$ cat config.mk
export PLATFORM = sky130hd
export DESIGN_NAME = jt900h_prefetch_flat
export DESIGN_NICKNAME = d
export VERILOG_FILES = /design/src/rtl/jt900h_prefetch_pkg.sv /design/src/rtl/jt900h_prefetch_if.sv /design/src/rtl/jt900h_pfq_buf.sv /design/src/rtl/jt900h_prefetch.sv /design/src/flat_wrapper.sv
export SDC_FILE = /design/constraint.sdc
export NUM_CORES = 1
export LEC_CHECK = 0
export ABC_CLOCK_PERIOD_IN_PS = 9050
export CORE_MARGIN = 3
export CORE_UTILIZATION = 61
export DETAILED_ROUTE_END_ITERATION = 16
export MAX_ROUTING_LAYER = met4
export PLACE_DENSITY = 0.95
export SYNTH_ARGS = -nofsm -noshare
export SYNTH_HDL_FRONTEND = slang
export SYNTH_SLANG_ARGS = --single-unit
$ cat constraint.sdc
create_clock -name clk -period 9.05 [get_ports clk]
set_input_delay 1.81 -clock clk [delete_from_list [all_inputs] [get_ports clk]]
set_output_delay 1.81 -clock clk [all_outputs]
set_load 0.02 [all_outputs]
$ cat src/rtl/jt900h_prefetch_pkg.sv
// Shared encodings for the 900H instruction prefetch queue.
package jt900h_prefetch_pkg;

    typedef logic [1:0] pf_state_t;

    localparam logic [1:0] FS_B = 2'd0;
    localparam logic [1:0] FS_W = 2'd1;
    localparam logic [1:0] FS_Q = 2'd2;

    localparam pf_state_t PF_IDLE = 2'd0;
    localparam pf_state_t PF_REQ  = 2'd1;
    localparam pf_state_t PF_KILL = 2'd2;

    // The reserved encoding behaves as a single-byte consume
    function automatic logic [2:0] fs_bytes(logic [1:0] fs);
        case (fs)
            FS_W:    return 3'd2;
            FS_Q:    return 3'd4;
            default: return 3'd1;
        endcase
    endfunction

endpackage

$ cat src/rtl/jt900h_prefetch_if.sv
// 16-bit instruction read bus between the prefetch queue and memory.
interface jt900h_prefetch_if #(parameter int AW = 24);
    logic [AW-1:0] bus_addr;
    logic          bus_rd;
    logic [15:0]   bus_din;
    logic          bus_ok;

    modport master (output bus_addr, bus_rd, input bus_din, bus_ok);
    modport slave  (input bus_addr, bus_rd, output bus_din, bus_ok);
endinterface

$ cat src/rtl/jt900h_pfq_buf.sv
// Circular byte buffer: push 1/2 bytes, pop 1/2/4, five-byte read window.
module jt900h_pfq_buf #(
    parameter int QD = 8,
    parameter int CW = $clog2(QD) + 1
) (
    input  logic            clk,
    input  logic            rst_n,
    input  logic            cen,
    input  logic            flush,
    input  logic [1:0]      push_n,
    input  logic [15:0]     push_d,
    input  logic [2:0]      pop_n,
    output logic [CW-1:0]   count,
    output logic [CW-1:0]   cnt_nxt,
    output logic [4:0][7:0] win
);
    localparam int PW = $clog2(QD);

    logic [7:0]    mem [QD];
    logic [PW-1:0] rd, wr;

    assign cnt_nxt = flush ? '0 : count + CW'(push_n) - CW'(pop_n);

    always_ff @(posedge clk or negedge rst_n) begin
        if (!rst_n) begin
            rd    <= '0;
            wr    <= '0;
            count <= '0;
        end else if (cen) begin
            count <= cnt_nxt;
            if (flush) begin
                rd <= '0;
                wr <= '0;
            end else begin
                rd <= rd + PW'(pop_n);
                wr <= wr + PW'(push_n);
            end
        end
    end

    // Storage needs no reset: every read is masked by count
    always_ff @(posedge clk) begin
        if (cen && !flush) begin
            if (push_n != 2'd0) mem[wr] <= push_d[7:0];
            if (push_n == 2'd2) mem[wr + PW'(1)] <= push_d[15:8];
        end
    end

    for (genvar i = 0; i < 5; i++) begin : g_win
        assign win[i] = (CW'(i) < count) ? mem[rd + PW'(i)] : 8'h00;
    end

endmodule

$ cat src/rtl/jt900h_prefetch.sv
// Instruction prefetch queue feeding the microcode controller: bus FSM and pc.
module jt900h_prefetch
    import jt900h_prefetch_pkg::*;
#(
    parameter int QD = 8,
    parameter int AW = 24
) (
    input  logic                 clk,
    input  logic                 rst_n,
    input  logic                 cen,
    input  logic                 inc_pc,
    input  logic [1:0]           fetch_sel,
    input  logic                 jmp,
    input  logic [AW-1:0]        jmp_addr,
    output logic [7:0]           md,
    output logic [31:0]          op,
    output logic [AW-1:0]        pc,
    output logic [$clog2(QD):0]  avail,
    output logic                 mem_busy,
    jt900h_prefetch_if.master    bus
);
    localparam int CW = $clog2(QD) + 1;

    pf_state_t      st;
    logic [AW-1:0]  faddr, baddr;
    logic           skip_lo;
    logic [2:0]     nbytes, pop_n;
    logic [1:0]     push_n;
    logic [15:0]    push_d;
    logic [CW-1:0]  cnt, cnt_nxt;
    logic [4:0][7:0] win;
    logic           take, room;

    assign nbytes   = fs_bytes(fetch_sel);
    assign mem_busy = inc_pc && (cnt < CW'(nbytes));
    assign take     = (st == PF_REQ) && bus.bus_ok && !jmp;
    assign push_n   = !take ? 2'd0 : (skip_lo ? 2'd1 : 2'd2);
    assign push_d   = skip_lo ? {8'h00, bus.bus_din[15:8]} : bus.bus_din;
    assign pop_n    = (inc_pc && !mem_busy && !jmp) ? nbytes : 3'd0;
    // Room for another word once this cycle's push and pop have landed
    assign room     = cnt_nxt <= CW'(QD - 2);

    jt900h_pfq_buf #(.QD(QD), .CW(CW)) u_buf (
        .clk     (clk),
        .rst_n   (rst_n),
        .cen     (cen),
        .flush   (jmp),
        .push_n  (push_n),
        .push_d  (push_d),
        .pop_n   (pop_n),
        .count   (cnt),
        .cnt_nxt (cnt_nxt),
        .win     (win)
    );

    assign md           = win[0];
    assign op           = {win[4], win[3], win[2], win[1]};
    assign avail        = cnt;
    assign bus.bus_addr = baddr;
    assign bus.bus_rd   = (st != PF_IDLE);

    always_ff @(posedge clk or negedge rst_n) begin
        if (!rst_n) begin
            st      <= PF_IDLE;
            pc      <= '0;
            faddr   <= '0;
            baddr   <= '0;
            skip_lo <= 1'b0;
        end else if (cen) begin
            if (jmp) begin
                pc      <= jmp_addr;
                faddr   <= {jmp_addr[AW-1:1], 1'b0};
                skip_lo <= jmp_addr[0];
            end else if (pop_n != 3'd0) begin
                pc <= pc + AW'(nbytes);
            end
            case (st)
                PF_IDLE: if (!jmp && room) begin
                    st    <= PF_REQ;
                    baddr <= faddr;
                end
                PF_REQ: begin
                    if (bus.bus_ok) begin
                        if (!jmp) begin
                            faddr   <= faddr + AW'(2);
                            skip_lo <= 1'b0;
                            if (room) baddr <= faddr + AW'(2);
                            else      st    <= PF_IDLE;
                        end else begin
                            st <= PF_IDLE;
                        end
                    end else if (jmp) begin
                        st <= PF_KILL;
                    end
                end
                // Outstanding read must still complete; its data is dropped
                PF_KILL: if (bus.bus_ok) st <= PF_IDLE;
                default: st <= PF_IDLE;
            endcase
        end
    end

endmodule

$ cat src/flat_wrapper.sv
// flat-port wrapper written by rule: the top's interface ports become plain ports
module jt900h_prefetch_flat import jt900h_prefetch_pkg::*;
#(
    parameter int QD = 8,
    parameter int AW = 24
)
  (clk, rst_n, cen, inc_pc, fetch_sel, jmp, jmp_addr, md, op, pc, avail, mem_busy, bus_bus_addr, bus_bus_rd, bus_bus_din, bus_bus_ok);
  jt900h_prefetch_if #(.AW(AW)) bus_i ();
  input  logic clk;
  input  logic rst_n;
  input  logic cen;
  input  logic inc_pc;
  input  logic [1:0] fetch_sel;
  input  logic jmp;
  input  logic [AW-1:0] jmp_addr;
  output logic [7:0] md;
  output logic [31:0] op;
  output logic [AW-1:0] pc;
  output logic [$clog2(QD):0] avail;
  output logic mem_busy;
  output wire logic [$bits(bus_i.bus_addr)-1:0] bus_bus_addr;
  output wire logic [$bits(bus_i.bus_rd)-1:0] bus_bus_rd;
  input wire logic [$bits(bus_i.bus_din)-1:0] bus_bus_din;
  input wire logic [$bits(bus_i.bus_ok)-1:0] bus_bus_ok;
  assign bus_bus_addr = bus_i.bus_addr;
  assign bus_bus_rd = bus_i.bus_rd;
  assign bus_i.bus_din = bus_bus_din;
  assign bus_i.bus_ok = bus_bus_ok;
  jt900h_prefetch #(.QD(QD), .AW(AW)) u_core (.clk(clk), .rst_n(rst_n), .cen(cen), .inc_pc(inc_pc), .fetch_sel(fetch_sel), .jmp(jmp), .jmp_addr(jmp_addr), .md(md), .op(op), .pc(pc), .avail(avail), .mem_busy(mem_busy), .bus(bus_i));
endmodule
==> impl_metrics.ini, run 1 <==
[routing]
routedWlPerCell_um = 26.3
viasPerCell = 7.40
routed_wl_mm = 34.2
drc_errors = 0
ant_nets = 0
first_iter_violations = 1593
vias = 9621
firstDrtPassIters = 8

[sta]
finalHoldViolations = 0
tightest_slew_ns = 1.36
clock_skew_ns = 0.00962
finalCritPeriodShare_pct = 74.7
fmax_mhz = 148
setup_violations = 0
fin_tns_setup_ns = 0
holdWs_ns = 0.508
fin_crit_ns = 6.76
slew_violations = 0
rsz0062_at_grt = no
max_slew_margin_pct = 9.57
fin_ws_ns = 2.29

[worst_setup_path]
path_class = input port to flop
worst-path-stages = 16
crit_start = fetch_sel[0]
reg2reg_depth = 12
cp_num_buf_inv = 4
crit_top_cell = inv_1
timing.rr.start = u_core.u_buf.count[2]
start_kind = input port
arrival_ns = 7.07
crit_family = adder cells
required_ns = 9.36
cp_max_fo = 24
path_cells = clkdlybuf4s50_1 -> inv_1 -> ha_1 -> inv_1 -> ha_1 -> a211oi_1 -> o21ai_1 -> and3_1 -> and2_1 -> fa_1 -> inv_1 -> fa_1 -> xor2_1 -> a311oi_1 -> nand3_1 -> mux2_2
critPathMaxStageDelay_ns = 0.90
worst_setup_path_end_kind = flop
cp_slowest_cell = nand3_1

[global_route]
grt.overflow.total = 0
grt_pass1_wl_mm = 53.3
grt_pass1_vias = 9439
grt_max_degree = 70
track_usage_pct = 38.2
antenna_found_initial = 0

[placement]
dp_worst_setup_slack_ns = 2.03
io_buffers = 141
place_congestion = 0.977
dpl.hpwl_mm = 22.7
placed_cells = 1268

[synth]
synth-async-reset-ratio_pct = 57.0
yosysTopAreaCell = dfrtp_1
avgSynthCellArea_um2 = 11.1
syn_nets = 1024
ys_seq_area_share_pct = 38.3
syn-cell-area_um2 = 10600
ys_ff_latch = 149
ys_top_cells_by_area = dfrtp_1 20%, edfxtp_1 18%, mux4_2 13%, mux2_2 10%, nand2_1 3.4%
synth_cell_types = 73
synth_common_cells = 95 x mux2_2, 95 x nand2_1, 85 x dfrtp_1
synth-main-ff-cell = dfrtp_1
syn-instance-count = 953
yosys_warnings = 0
synth_edf_count = 64
synth.top_cell.area_share_pct = 20.1

[die]
initial_utilization_pct = 63.0
die_w_um = 138
dieArea_um2 = 18900
ios = 142
die_y_um = 138
rows = 47
coreArea_um2 = 16800

[job]
maxCapViolations = 0

[pwr]
p_comb_share_pct = 47.1
p_sw_share_pct = 39.1
ir_drop_mv = 0.184
power_frac_seq_pct = 30.4
p_switching_mw = 1.24
powerDensity_nw_per_um2 = 250
cellLeakagePower_nw = 4.67
p_clk_share_pct = 22.5
intPower_mw = 1.94

[cells_and_area]
antenna_cells = 0
syn_to_final_growth_pct = 20.4
final_cell_count_no_fill = 1300
layout.nets = 1138
fill_cells = 1007
drive_gt1_share_pct = 22.0
fin_util_pct = 75.9

[clocking]
clkTransAtPathRegs_ns = 0.06
cts_buffers = 17
clk-insertion-delay-late_ns = 0.43
cts.sink_count = 149
cts_root_buf = clkbuf_16
cts_buffer_depth = 2
holdBufCountCts = 0
cts_tree = done
cts_setup_buffers = 0
cts_resized = 0
htreeDepth = 4

[min_path]
min_delay_path_depth = 1
hold_start = u_core.bus.bus_addr[22]
hp-class = flop to flop

[outcome]
status = finished, final reports clean
-- through the flow --
step | power (mW) | instance area [um2]
after CTS | 3.15 | 12700
after detailed placement | 2.42 | 12100
after global routing | 3.30 | 12700
after floorplan | 1.82 | 10600
after global placement | 2.35 | 12100
final | 3.18 | 12700
-- area by class of cell --
class,instances,area [um2],area share (%)
clock inverters,10,92.6,0.728
repair buffers,153,1490,11.7
flip-flops and latches,149,4050,31.8
inverters,29,109,0.856
well taps,220,275,2.16
clock buffers,22,507,3.98
multi-input cells,717,6190,48.7
-- logic make-up (layout without fill, tap and decap cells) --
kind of cell             Yosys count  after routing  synth area share, %
AO/OA/AOI/OAI                    189            189                 12.0
XOR/XNOR                          30             30                 2.69
adder cells (fa/ha/maj)           23             23                 3.08
buffers and inverters             87            214                 3.32
flip-flops                       149            149                 38.3
multiplexers                     184            184                 26.0
AND/OR/NAND/NOR                  291            291                 14.5
-- worst register-to-register path, delay by kind of cell, from the launching register on --
| family | cells | cell delay, ns |
|---|---|---|
| and+or+nand+nor | 3 | 1.34 |
| adders and majority gates | 3 | 1.30 |
| DFF | 1 | 0.63 |
| buffers and inverters | 1 | 0.09 |
| xor gates and xnor gates | 1 | 0.19 |
| muxes | 1 | 0.62 |
| AOI/OAI and AO/OA | 3 | 0.93 |
-- worst paths after layout --
kind,to,slack (ns)
min in group asynchronous,u_core.pc[13],1.29
hold reg to reg,u_core.bus.bus_addr[22],0.51
max in group asynchronous,u_core.faddr[4],6.68
setup reg to reg,u_core.bus.bus_addr[17],3.83
setup / recovery,u_core.bus.bus_addr[17],2.29
hold / removal,u_core.bus.bus_addr[22],0.51
-- placed cells by master (no fill, tap or decap), drive strengths merged, types with 24 or more instances in the layout --
master / n
nand3: 36
mux2i: 25
edfxtp: 64
nor3: 24
inv: 28
o21ai: 31
dfrtp: 85
nand2: 95
a21oi: 57
clkdlybuf4s50: 139
nor2: 47
mux4: 63
mux2: 96
-- flip-flops by register name (all words and copies together), names as in the netlist --
name / flops
u_core.bus.bus_addr: 24
u_core.u_buf.count: 4
u_core.u_buf.mem: 64
u_core.u_buf.wr: 3
u_core.u_buf.rd: 3
u_core.skip_lo: 1
u_core.faddr: 24
u_core.pc: 24
u_core.st: 2
-- power groups by stage --
stage / Clock, mW / Combinational [mW] / Sequential [mW]
finish: 0.715 / 1.50 / 0.966
global route: 0.739 / 1.58 / 0.978
CTS: 0.714 / 1.48 / 0.959
detailed placement: 0 / 1.45 / 0.967
global placement: 0 / 1.39 / 0.959
floorplan: 0 / 0.802 / 1.02
-- layer usage --
layer | GRT usage [%] | share of wire, %
met1 | 49.7 | 34
met5 | - | 0
met2 | 54.6 | 45
met4 | 16.4 | 4.7
met3 | 13.7 | 16
Note: power is estimated with default switching activity, not from simulation.
==> inputs of run 2 (changes only) <==
--- a/config.mk
+++ b/config.mk
@@ -5,12 +5,12 @@
 export SDC_FILE = /design/constraint.sdc
 export NUM_CORES = 1
 export LEC_CHECK = 0
-export ABC_CLOCK_PERIOD_IN_PS = 9050
+export ABC_CLOCK_PERIOD_IN_PS = 6750
 export CORE_MARGIN = 3
-export CORE_UTILIZATION = 61
+export CORE_UTILIZATION = 57
 export DETAILED_ROUTE_END_ITERATION = 16
 export MAX_ROUTING_LAYER = met4
-export PLACE_DENSITY = 0.95
+export PLACE_DENSITY = 0.91
 export SYNTH_ARGS = -nofsm -noshare
 export SYNTH_HDL_FRONTEND = slang
 export SYNTH_SLANG_ARGS = --single-unit
==> constraint.sdc (replaced) <==
create_clock -name clk -period 6.75 [get_ports clk]
set_input_delay 1.35 -clock clk [delete_from_list [all_inputs] [get_ports clk]]
set_output_delay 1.35 -clock clk [all_outputs]
set_load 0.02 [all_outputs]
==> impl_metrics.ini, run 2 (synthesized netlist as in run 1, its figures left out) <==
[outcome]
status = finished, final reports clean

[cells_and_area]
layout.nets = 1142
fill_cells = 1197
drive_gt1_share_pct = 22.0
syn_to_final_growth_pct = 20.4
final_cell_count_no_fill = 1313
fin_util_pct = 70.3
largest-register = u_core.u_buf.mem
antenna_cells = 0
final_common_cell = clkdlybuf4s50_1
largest_reg_flops = 64
layout_common_cells = 139 x clkdlybuf4s50_1, 95 x mux2_2, 95 x nand2_1

[min_path]
hold_start = u_core.faddr[0]
holdPathEnd = u_core.faddr[0]
hp-class = flop to flop
min_delay_path_depth = 1

[sta]
fin_ws_ns = 1.26
holdWs_ns = 0.500
slew_violations = 0
fmax_mhz = 182
fin_crit_ns = 5.49
setup_violations = 0
finalCritPeriodShare_pct = 81.4
max_slew_margin_pct = 20.3
fin_tns_setup_ns = 0
clock_skew_ns = 0.00696
finalHoldViolations = 0
tightest_slew_ns = 1.19
rsz0062_at_grt = no

[worst_setup_path]
path_class = input port to flop
worst_setup_path_end_kind = flop
reg2reg_slack_ns = 2.35
reg2reg_depth = 14
required_ns = 7.06
reg2reg_to = u_core.bus.bus_addr[7]
timing.rr.start = u_core.u_buf.count[2]
arrival_ns = 5.81
cp_max_fo = 24
start_kind = input port

[global_route]
met2_usage_pct = 51.0
grt_pass1_vias = 9293
use_met1_pct = 42.8
antenna_found_initial = 0
grt_pass1_wl_mm = 51.3
grtUsageMet3_pct = 7.22
track_usage_pct = 33.5
top_usage_layer = met2
grt_max_degree = 69
grt.overflow.total = 0

[routing]
ant_nets = 0
viasPerCell = 7.15
first_iter_violations = 1219
drc_errors = 0
routedWlPerCell_um = 24.9
routed_wl_mm = 32.7
firstDrtPassIters = 6
vias = 9392

[clocking]
cts_root_buf = clkbuf_16
cts_tree = done
clk-insertion-delay-late_ns = 0.43
cts_resized = 0
htreeDepth = 4
cts.sink_count = 149
cts_buffer_depth = 2
cts_buffers = 17
cts_setup_buffers = 0
clkTransAtPathRegs_ns = 0.06
holdBufCountCts = 0

[die]
rows = 49
die_w_um = 142
dieArea_um2 = 20200
die_y_um = 142
ios = 142
coreArea_um2 = 18100
initial_utilization_pct = 58.4

[placement]
placed_cells = 1281
dpl.hpwl_mm = 21.9
io_buffers = 141
dp_worst_setup_slack_ns = 0.892
place_congestion = 0.954

[job]
maxCapViolations = 0

[pwr]
p_sw_share_pct = 38.4
intPower_mw = 2.57
p_clk_share_pct = 22.2
p_comb_share_pct = 46.7
p_switching_mw = 1.60
power_frac_seq_pct = 31.0
ir_drop_mv = 0.267
cellLeakagePower_nw = 4.67
powerDensity_nw_per_um2 = 328
-- run 2: power by group through the flow --
stage / sequential, mW / combinational (mW) / clock, mW
6_report: 1.29 / 1.95 / 0.928
4_1_cts: 1.28 / 1.94 / 0.931
5_1_grt: 1.31 / 2.07 / 0.962
3_3_place_gp: 1.29 / 1.86 / 0
2_1_floorplan: 1.37 / 1.07 / 0
3_5_place_dp: 1.30 / 1.91 / 0
-- run 2: final cells by class --
type / instances / area (um2) / share of cell area (%)
Multi-Input combinational cell: 717 / 6180 / 48.6
Sequential cell: 149 / 4050 / 31.8
Timing Repair Buffer: 157 / 1520 / 12.0
Clock buffer: 23 / 489 / 3.85
Tap cell: 229 / 287 / 2.25
Inverter: 29 / 109 / 0.856
Clock inverter: 9 / 76.3 / 0.600
-- run 2: how the worst max path moves through the flow --
stage / from / endpoint / slack, ns
after detailed placement: fetch_sel[0] / u_core.bus.bus_addr[3] / 0.89
after global placement: fetch_sel[0] / u_core.bus.bus_addr[12] / 1.04
after floorplan: fetch_sel[0] / u_core.bus.bus_addr[0] / 1.68
final: fetch_sel[1] / u_core.bus.bus_addr[7] / 1.26
after CTS: fetch_sel[1] / u_core.bus.bus_addr[3] / 1.30
after global routing: fetch_sel[0] / u_core.bus.bus_addr[0] / 1.02
-- run 2: per-stage QoR --
stage / total power [mW] / area, um2
after CTS: 4.15 / 12700
final: 4.17 / 12700
after global routing: 4.35 / 12700
after global placement: 3.15 / 12200
after floorplan: 2.44 / 10600
after detailed placement: 3.21 / 12200
-- run 2: worst max-delay path: stages --
cell	delay, ns
clkdlybuf4s50_1	0.49
ha_1	0.27
inv_1	0.07
ha_1	0.31
a211oi_1	0.31
o21ai_1	0.24
and3_1	0.24
and2_1	0.20
fa_1	0.49
inv_1	0.07
ha_1	0.29
a21o_1	0.16
a21oi_1	0.25
xnor3_1	0.28
nand3_1	0.10
buf_4	0.30
mux2_2	0.38
-- run 2: metal layers --
layer,up-vias,routed length [um]
li1,3938,-
met1,4472,11500
met2,823,15400
met3,159,4150
met4,0,1680
met5,-,0
